### src/rtl/radix_4_div_pkg.sv
// Shared radix-4 divider definitions: one-hot quotient digit
// bit positions and the on-the-fly conversion FSM states.
package radix_4_div_pkg;

    localparam int QUOT_ONEHOT_WIDTH = 5;

    localparam int QUOT_NEG_2 = 0;
    localparam int QUOT_NEG_1 = 1;
    localparam int QUOT_ZERO  = 2;
    localparam int QUOT_POS_1 = 3;
    localparam int QUOT_POS_2 = 4;

    typedef enum logic [1:0] {
        OTFC_IDLE = 2'd0,
        OTFC_ITER = 2'd1,
        OTFC_CORR = 2'd2,
        OTFC_DONE = 2'd3
    } otfc_state_t;

endpackage

### src/rtl/radix_4_otfc_v1_if.sv
// Handshake bundle between the divider loop (master) and the
// on-the-fly converter (slave).
interface radix_4_otfc_v1_if #(
    parameter int WIDTH  = 32,
    parameter int ITER_W = $clog2(WIDTH / 2 + 1)
);
    import radix_4_div_pkg::*;

    logic                         flush_i;
    logic                         start_valid_i;
    logic                         start_ready_o;
    logic [ITER_W-1:0]            iter_num_i;
    logic                         digit_valid_i;
    logic                         digit_ready_o;
    logic [QUOT_ONEHOT_WIDTH-1:0] quot_digit_i;
    logic                         rem_valid_i;
    logic                         rem_neg_i;
    logic                         quot_valid_o;
    logic                         quot_ready_i;
    logic [WIDTH-1:0]             quot_o;
    logic                         digit_err_o;

    modport master (
        output flush_i, start_valid_i, iter_num_i,
        output digit_valid_i, quot_digit_i,
        output rem_valid_i, rem_neg_i, quot_ready_i,
        input  start_ready_o, digit_ready_o,
        input  quot_valid_o, quot_o, digit_err_o
    );

    modport slave (
        input  flush_i, start_valid_i, iter_num_i,
        input  digit_valid_i, quot_digit_i,
        input  rem_valid_i, rem_neg_i, quot_ready_i,
        output start_ready_o, digit_ready_o,
        output quot_valid_o, quot_o, digit_err_o
    );

endinterface

### src/rtl/radix_4_otfc_step.sv
// One on-the-fly conversion step: appends a radix-4 digit to the
// Q / QM pair. Non-one-hot digits are flagged and act as zero.
module radix_4_otfc_step
    import radix_4_div_pkg::*;
#(
    parameter int WIDTH = 32
) (
    input  logic [WIDTH-1:0]             i_q,
    input  logic [WIDTH-1:0]             i_qm,
    input  logic [QUOT_ONEHOT_WIDTH-1:0] i_digit,
    output logic [WIDTH-1:0]             o_q,
    output logic [WIDTH-1:0]             o_qm,
    output logic                         o_illegal
);

    logic [WIDTH-3:0] w_q_sh;
    logic [WIDTH-3:0] w_qm_sh;

    assign w_q_sh  = i_q[WIDTH-3:0];
    assign w_qm_sh = i_qm[WIDTH-3:0];

    // select source register and appended 2-bit pattern per digit
    always_comb begin
        o_illegal = ($countones(i_digit) != 1);
        o_q       = {w_q_sh, 2'd0};
        o_qm      = {w_qm_sh, 2'd3};
        if (!o_illegal) begin
            unique case (1'b1)
                i_digit[QUOT_NEG_2]: begin
                    o_q  = {w_qm_sh, 2'd2};
                    o_qm = {w_qm_sh, 2'd1};
                end
                i_digit[QUOT_NEG_1]: begin
                    o_q  = {w_qm_sh, 2'd3};
                    o_qm = {w_qm_sh, 2'd2};
                end
                i_digit[QUOT_ZERO]: begin
                    o_q  = {w_q_sh, 2'd0};
                    o_qm = {w_qm_sh, 2'd3};
                end
                i_digit[QUOT_POS_1]: begin
                    o_q  = {w_q_sh, 2'd1};
                    o_qm = {w_q_sh, 2'd0};
                end
                i_digit[QUOT_POS_2]: begin
                    o_q  = {w_q_sh, 2'd2};
                    o_qm = {w_q_sh, 2'd1};
                end
                default: begin
                    o_q  = {w_q_sh, 2'd0};
                    o_qm = {w_qm_sh, 2'd3};
                end
            endcase
        end
    end

endmodule

### src/rtl/radix_4_otfc_v1.sv
// Radix-4 on-the-fly quotient converter with final remainder-sign
// correction and valid/ready result output.
module radix_4_otfc_v1
    import radix_4_div_pkg::*;
#(
    parameter int WIDTH = 32
) (
    input  logic              clk,
    input  logic              rst,
    radix_4_otfc_v1_if.slave  bus
);

    localparam int ITER_W = $clog2(WIDTH / 2 + 1);

    otfc_state_t       r_state;
    otfc_state_t       w_next;
    logic [WIDTH-1:0]  r_q;
    logic [WIDTH-1:0]  r_qm;
    logic [WIDTH-1:0]  r_quot;
    logic [ITER_W-1:0] r_cnt;
    logic              r_err;

    logic [WIDTH-1:0]  w_q_nxt;
    logic [WIDTH-1:0]  w_qm_nxt;
    logic              w_illegal;
    logic [ITER_W-1:0] w_iter_init;
    logic              w_start_hs;
    logic              w_digit_hs;
    logic              w_rem_hs;
    logic              w_quot_hs;
    logic              w_last;

    radix_4_otfc_step #(
        .WIDTH (WIDTH)
    ) u_step (
        .i_q       (r_q),
        .i_qm      (r_qm),
        .i_digit   (bus.quot_digit_i),
        .o_q       (w_q_nxt),
        .o_qm      (w_qm_nxt),
        .o_illegal (w_illegal)
    );

    assign w_start_hs = bus.start_valid_i & ~bus.flush_i
                      & (r_state == OTFC_IDLE);
    assign w_digit_hs = bus.digit_valid_i & ~bus.flush_i
                      & (r_state == OTFC_ITER);
    assign w_rem_hs   = bus.rem_valid_i & ~bus.flush_i
                      & (r_state == OTFC_CORR);
    assign w_quot_hs  = bus.quot_ready_i & ~bus.flush_i
                      & (r_state == OTFC_DONE);
    assign w_last     = w_digit_hs & (r_cnt == ITER_W'(1));

    // a zero digit count still runs one iteration
    assign w_iter_init = (bus.iter_num_i == '0) ? ITER_W'(1)
                                                : bus.iter_num_i;

    // state register
    always_ff @(posedge clk) begin
        if (rst) r_state <= OTFC_IDLE;
        else     r_state <= w_next;
    end

    // next-state logic; flush overrides every handshake
    always_comb begin
        w_next = r_state;
        if (bus.flush_i) begin
            w_next = OTFC_IDLE;
        end else begin
            unique case (r_state)
                OTFC_IDLE: if (w_start_hs) w_next = OTFC_ITER;
                OTFC_ITER: if (w_last)     w_next = OTFC_CORR;
                OTFC_CORR: if (w_rem_hs)   w_next = OTFC_DONE;
                OTFC_DONE: if (w_quot_hs)  w_next = OTFC_IDLE;
                default:                   w_next = OTFC_IDLE;
            endcase
        end
    end

    // handshake outputs decoded from the current state
    always_comb begin
        bus.start_ready_o = (r_state == OTFC_IDLE);
        bus.digit_ready_o = (r_state == OTFC_ITER);
        bus.quot_valid_o  = (r_state == OTFC_DONE);
        bus.quot_o        = r_quot;
        bus.digit_err_o   = r_err;
    end

    // Q/QM conversion registers, digit counter, result and error flag
    always_ff @(posedge clk) begin
        if (rst) begin
            r_q    <= '0;
            r_qm   <= '0;
            r_cnt  <= '0;
            r_quot <= '0;
            r_err  <= 1'b0;
        end else begin
            if (w_start_hs) begin
                r_q   <= '0;
                r_qm  <= '1;
                r_cnt <= w_iter_init;
                r_err <= 1'b0;
            end
            if (w_digit_hs) begin
                r_q   <= w_q_nxt;
                r_qm  <= w_qm_nxt;
                r_cnt <= r_cnt - ITER_W'(1);
                if (w_illegal) r_err <= 1'b1;
            end
            if (w_rem_hs) begin
                r_quot <= bus.rem_neg_i ? r_qm : r_q;
            end
        end
    end

endmodule

### src/flat_wrapper.sv
// flat-port wrapper written by rule: the top's interface ports become plain ports
module radix_4_otfc_v1_flat import radix_4_div_pkg::*;
#(
    parameter int WIDTH = 32
)
  (clk, rst, bus_flush_i, bus_start_valid_i, bus_iter_num_i, bus_digit_valid_i, bus_quot_digit_i, bus_rem_valid_i, bus_rem_neg_i, bus_quot_ready_i, bus_start_ready_o, bus_digit_ready_o, bus_quot_valid_o, bus_quot_o, bus_digit_err_o);
  radix_4_otfc_v1_if #(.WIDTH(WIDTH)) bus_i ();
  input  logic clk;
  input  logic rst;
  input wire logic [$bits(bus_i.flush_i)-1:0] bus_flush_i;
  input wire logic [$bits(bus_i.start_valid_i)-1:0] bus_start_valid_i;
  input wire logic [$bits(bus_i.iter_num_i)-1:0] bus_iter_num_i;
  input wire logic [$bits(bus_i.digit_valid_i)-1:0] bus_digit_valid_i;
  input wire logic [$bits(bus_i.quot_digit_i)-1:0] bus_quot_digit_i;
  input wire logic [$bits(bus_i.rem_valid_i)-1:0] bus_rem_valid_i;
  input wire logic [$bits(bus_i.rem_neg_i)-1:0] bus_rem_neg_i;
  input wire logic [$bits(bus_i.quot_ready_i)-1:0] bus_quot_ready_i;
  output wire logic [$bits(bus_i.start_ready_o)-1:0] bus_start_ready_o;
  output wire logic [$bits(bus_i.digit_ready_o)-1:0] bus_digit_ready_o;
  output wire logic [$bits(bus_i.quot_valid_o)-1:0] bus_quot_valid_o;
  output wire logic [$bits(bus_i.quot_o)-1:0] bus_quot_o;
  output wire logic [$bits(bus_i.digit_err_o)-1:0] bus_digit_err_o;
  assign bus_i.flush_i = bus_flush_i;
  assign bus_i.start_valid_i = bus_start_valid_i;
  assign bus_i.iter_num_i = bus_iter_num_i;
  assign bus_i.digit_valid_i = bus_digit_valid_i;
  assign bus_i.quot_digit_i = bus_quot_digit_i;
  assign bus_i.rem_valid_i = bus_rem_valid_i;
  assign bus_i.rem_neg_i = bus_rem_neg_i;
  assign bus_i.quot_ready_i = bus_quot_ready_i;
  assign bus_start_ready_o = bus_i.start_ready_o;
  assign bus_digit_ready_o = bus_i.digit_ready_o;
  assign bus_quot_valid_o = bus_i.quot_valid_o;
  assign bus_quot_o = bus_i.quot_o;
  assign bus_digit_err_o = bus_i.digit_err_o;
  radix_4_otfc_v1 #(.WIDTH(WIDTH)) u_core (.clk(clk), .rst(rst), .bus(bus_i));
endmodule
### config.mk
export PLATFORM = sky130hd
export DESIGN_NAME = radix_4_otfc_v1_flat
export DESIGN_NICKNAME = d
export VERILOG_FILES = /design/src/rtl/radix_4_div_pkg.sv /design/src/rtl/radix_4_otfc_v1_if.sv /design/src/rtl/radix_4_otfc_step.sv /design/src/rtl/radix_4_otfc_v1.sv /design/src/flat_wrapper.sv
export SDC_FILE = /design/constraint.sdc
export NUM_CORES = 1
export LEC_CHECK = 0
export ABC_AREA = 1
export CORE_MARGIN = 2
export CORE_UTILIZATION = 40
export CTS_CLUSTER_DIAMETER = 100
export DETAILED_ROUTE_END_ITERATION = 10
export GPL_ROUTABILITY_DRIVEN = 0
export RECOVER_POWER = 50
export REMOVE_ABC_BUFFERS = 1
export SETUP_SLACK_MARGIN = 0.1
export SYNTH_ARGS = -nofsm -noshare
export SYNTH_HDL_FRONTEND = slang
export SYNTH_SLANG_ARGS = --single-unit
### constraint.sdc
create_clock -name clk -period 8.1 [get_ports clk]
set_input_delay 1.62 -clock clk [delete_from_list [all_inputs] [get_ports clk]]
set_output_delay 1.62 -clock clk [all_outputs]
set_load 0.05 [all_outputs]
======== Yosys cells after proc, flatten, opt, wreduce, memory -nomap -nowiden ========
Cells that the tools add are included.
W data, S select, Z words.
word-level totals
  bits in registers ....................... 104
  input port bits ......................... 18
  output and inout bits ................... 36
  word-level logic and storage cells ...... 55
cells by class
  add/sub/neg operators ................... 5
  equality and inequality tests ........... 9
  mux-type cells .......................... 20
  bitwise operators ....................... 10
  reduce and logical (&&, ||, !) cells .... 5
operator list
  cell                   number
  $pmux W32 S4           2
  $mux W32               7
  $add A32 B1 Y32        1
  $add A32 B2 Y32        1
  $ne A32 B2 Y1 const B  1
  $mux W5                3
  $and A1 B1 Y1          9
  $mux W2                4
  $ne A2 B1 Y1 const B   4
  $pmux W2 S4            1
  $eq A5 B1 Y1 const B   1
  $logic_not A5 Y1       1
  $sub A5 B1 Y5 const B  1
  $add A1 B1 Y2          2
  $eq A2 B2 Y1 const B   2
  $reduce_and A4 Y1      1
  $mux W1                3
  $eq A2 B1 Y1 const B   1
  $logic_not A2 Y1       1
  $reduce_bool A2 Y1     1
  $reduce_or A2 Y1       1
  $not A1 Y1             1

======== Longest topological paths before layout ========
  depth after elaboration ................. 6
  gate-level depth with buffers ........... 16
  gate-level depth less buffers ........... 15

======== Hierarchy ========
From an unflattened synthesis, not the netlist that was laid out.
second synthesis, totals
  cell total of the unflattened synthesis .. 885
  area total of the unflattened synthesis .. 5725.5 sq um
by module, submodules not included
  module             times used  cells each  area each (sq um)  seq. area each (sq um)
  radix_4_otfc_v1    1           604         4357.9             2082.0
  radix_4_otfc_step  1           281         1367.6             0.0

======== Worst setup path after synthesis ========
Ideal clock, no wire load.
  kind .................................... input to register
  start ................................... input bus_quot_digit_i[1]
  end ..................................... register u_core.r_q[24]
  library setup time ...................... 0.071 ns
  arrival ................................. 3.821 ns
  required time ........................... 8.029 ns
  path slack .............................. 4.207 ns
  cell stages on the path ................. 14
  path buffers ............................ 1
  cells stage by stage .................... inv_1 -> ha_1 -> inv_1 -> fa_1 -> inv_1 -> ha_1 -> fa_1 -> nand3b_4 -> nor2_4 -> buf_4 -> nand2_1 -> nand2_1 -> nand2_1 -> a21oi_2
between the ends
  cells in the longest elaborated chain, start to end .. 6
  elaborated cells on any way between the ends .. 7
  those cells by class .................... 3 x add/sub; 1 x eq/ne; 3 x mux
ends and longest elaborated chain
  element                                line                     text
  from (decl)                            flat_wrapper.sv:14       input wire logic [$bits(bus_i.quot_digit_i)-1:0] bus_quot_digit_i;
  $add A1 B1 Y2 (implied by the code)    radix_4_otfc_step.sv:24  o_illegal = ($countones(i_digit) != 1);
  $add A32 B2 Y32 (implied by the code)  radix_4_otfc_step.sv:24
  $add A32 B1 Y32 (implied by the code)  radix_4_otfc_step.sv:24
  $ne A32 B2 Y1                          radix_4_otfc_step.sv:24
  $mux W32 *                             radix_4_otfc_step.sv:27  if (!o_illegal) begin
  $mux W32 *                             radix_4_otfc_v1.sv:104   if (w_digit_hs) begin
  to (signal assigned)                   radix_4_otfc_v1.sv:105   r_q <= w_q_nxt;
  to (decl)                              radix_4_otfc_v1.sv:17    logic [WIDTH-1:0] r_q;
Every way passes the cells marked *; elsewhere a longest branch is shown, timed or not.
A chain may end at the register's enable or synchronous reset.

======== Worst setup path after layout ========
  start ................................... input bus_quot_digit_i[1]
  end ..................................... register u_core.r_q[12]
The elaborated chain is that of the path after synthesis.

==> flow_metrics.py <==
metrics = {
    "power": {
        "power_frac_seq": 0.458,
        "combPwrFrac": 0.175,
        "intPower_uw": 849,
        "switchingPower_uw": 357,
        "ir_drop_mv": 0.104,
        "p_per_area_mw_per_mm2": 185,
        "p_leak_uw": 0.00283,
        "sw_frac_of_total": 0.296,
        "clockPowerShare": 0.366,
    },
    "grt": {
        "grt_overflow": 0,
        "grt_pass1_vias": 4670,
        "grt_start_max_net_pins": 65,
        "antenna_found_initial": 0,
        "grtUsageTotal": 0.178,
        "grt_pass1_wl_um": 21900,
    },
    "place": {
        "dp_hpwl_um": 7080,
        "place_ws_ps": 2960,
        "io_buffers": 53,
        "placed_cell_area_mm2": 0.00625,
    },
    "sta": {
        "tightest_slew_ps": 2530,
        "tns_ps": 0,
        "skew_ps": 7.75,
        "hold_viol_final": 0,
        "setup_viol": 0,
        "slew_headroom": -0.690,
        "final_max_slew_viol_count": 65,
        "final.setup.worst_slack_ps": 3360,
        "fin_crit_sh": 0.585,
        "rsz0062_at_grt": "no",
        "period_minus_slack_ps": 4740,
        "fmax_mhz": 211,
    },
    "worst_setup_path": {
        "start_kind": "primary input",
        "cp.arrival_ps": 5030,
        "endpoint_kind": "register",
        "critical_path_class": "primary input to register",
        "critPathMaxFanout": 33,
        "cp.required_ps": 8390,
    },
    "logic_synthesis": {
        "synthAdderAreaFrac": 0.0265,
        "synth_top_area_share": 0.362,
        "yosys_register_bits": 104,
        "syn_inst": 881,
        "synth_commonest_cells": "nand2_1 (307), inv_1 (113), dfxtp_1 (104)",
        "synthXorXnorAreaFrac": 0.00152,
        "ys.flop_type": "dfxtp_1",
        "ys_warn_count": 0,
        "netlist_area_mm2": 0.00576,
        "synth_mux_area_frac": 0,
        "synth_edf_count": 0,
        "avgSynthCellArea_um2": 6.53,
        "synth_compound_area_frac": 0.148,
        "yosys.area_share.simple": 0.333,
        "yosysSeqAreaShare": 0.362,
        "synth_top_family_by_area": "simple AND/OR/NAND/NOR gates",
        "synth.most_common_cell": "nand2_1",
        "synth_top_area_cell": "dfxtp_1",
        "synth.area.top_cells": "dfxtp_1 (36%), nand2_1 (20%), inv_1 (7.4%)",
        "ys_types": 35,
        "synthArstFlopShare": 0,
    },
    "drt": {
        "routed_wl_um": 12600,
        "drc": 0,
        "drt_first_iter_violations": 282,
        "ant_nets": 0,
        "viasPerCell": 4.76,
        "first_pass_iters": 4,
        "vias": 5159,
        "wl_per_cell_um": 11.7,
    },
    "final_layout": {
        "multiInputGateArea_mm2": 0.00292,
        "syn_to_final_growth_pct": 13.5,
        "drive_gt1_frac": 0.0808,
        "postLayoutCoreUtil": 0.467,
        "diodes": 0,
        "seq_area_mm2": 0.00208,
        "design_area_mm2": 0.00653,
        "nFillCells": 1517,
        "fin_nets": 927,
    },
    "floorplan": {
        "die_h_um": 124,
        "rows": 43,
        "dieArea_mm2": 0.0154,
        "die_w_um": 124,
        "start_util": 0.411,
        "core-area_mm2": 0.0140,
        "ios": 54,
    },
    "outcome": {
        "violations": "max-capacitance violations, max-slew violations",
        "outcome": "finished, violations left",
    },
    "clock_network": {
        "post_cts_buffers": 0,
        "htreeDepth": 3,
        "path_clk_slew_ps": 70,
        "cts_resized": 0,
        "numCtsBuffers": 9,
        "cts_hold_buf": 0,
        "clock_latency_ps": 360,
        "clock-sinks": 104,
        "clk_path_buf_depth": 2,
        "root_buffer": "clkbuf_16",
        "cts_tree": "built",
    },
    "min_path": {
        "min_path_type": "register to register",
    },
    "job": {
        "cap_viol_max_count": 1,
    },
}
==> cell families after synthesis <==
logic type	Yosys count
buffers and inverters	170
and+or+nand+nor	441
DFF	104
adders and majority gates	11
AOI/OAI and AO/OA	154
xor gates and xnor gates	1
==> power groups by stage <==
stage / Sequential, uW / Clock (uW) / Combinational [uW]
2_1_floorplan: 573 / 0 / 136
3_3_place_gp: 565 / 0 / 216
3_5_place_dp: 565 / 0 / 216
4_1_cts: 553 / 460 / 217
5_1_grt: 556 / 481 / 242
6_report: 553 / 442 / 212
==> flip-flops by register name, summed over array words and instances (netlist names) <==
register                cells
u_core.r_state              2
u_core.r_q                 32
u_core.bus.quot_o          32
u_core.r_cnt                5
u_core.bus.digit_err_o      1
u_core.r_qm                32
==> worst max-delay path, cell delays in order <==
cell             delay, ps
clkdlybuf4s50_1        510
inv_1                   90
ha_1                   270
inv_1                   40
fa_1                   470
inv_1                   40
ha_1                   180
fa_1                   450
nand3b_4               180
nor2_4                 690
nand2_1                160
nand2_1                110
nand2_1                 60
a21oi_2                130
==> worst paths after layout <==
kind,start,depth (start not counted),slack (ps),endpoint
hold reg to reg,u_core.bus.quot_o[23],2,440,u_core.bus.quot_o[23]
setup / recovery,bus_quot_digit_i[1],14,3360,u_core.r_q[12]
hold / removal,u_core.bus.quot_o[23],2,440,u_core.bus.quot_o[23]
setup reg to reg,u_core.r_state[0],6,4770,u_core.bus.quot_o[9]
==> stage by stage <==
stage	std cells	total power, uW	hold slack (ps)
floorplan	828	709	439
global placement	1067	780	432
detailed placement	1067	781	436
CTS	1083	1230	447
global route	1083	1280	452
finish	1083	1210	439
==> routing by layer <==
metal,GRT usage,share of wire
met5,0,0
met4,0.0555,0.0063
met3,0.0394,0.039
met2,0.287,0.45
met1,0.236,0.51
==> final cells by class <==
class / instances / area share
Multi-Input combinational cell: 607 / 0.447
Sequential cell: 104 / 0.319
Timing Repair Buffer: 59 / 0.0860
Inverter: 117 / 0.0680
Clock buffer: 10 / 0.0366
Tap cell: 180 / 0.0345
Clock inverter: 6 / 0.00901
==> layout by cell type (no fill, tap or decap), types with 3 or more instances in the layout <==
cell type,count
a21oi_1,53
a21oi_2,20
buf_4,5
clkbuf_16,9
clkdlybuf4s50_1,17
clkinv_2,4
dfxtp_1,104
dlygate4sd3_1,34
ha_1,9
inv_1,113
inv_2,3
nand2_1,309
nand2_2,21
nand3_1,61
nor2_1,12
o21ai_0,75
or2_0,29
No activity file was read; power rests on OpenSTA's default activity.
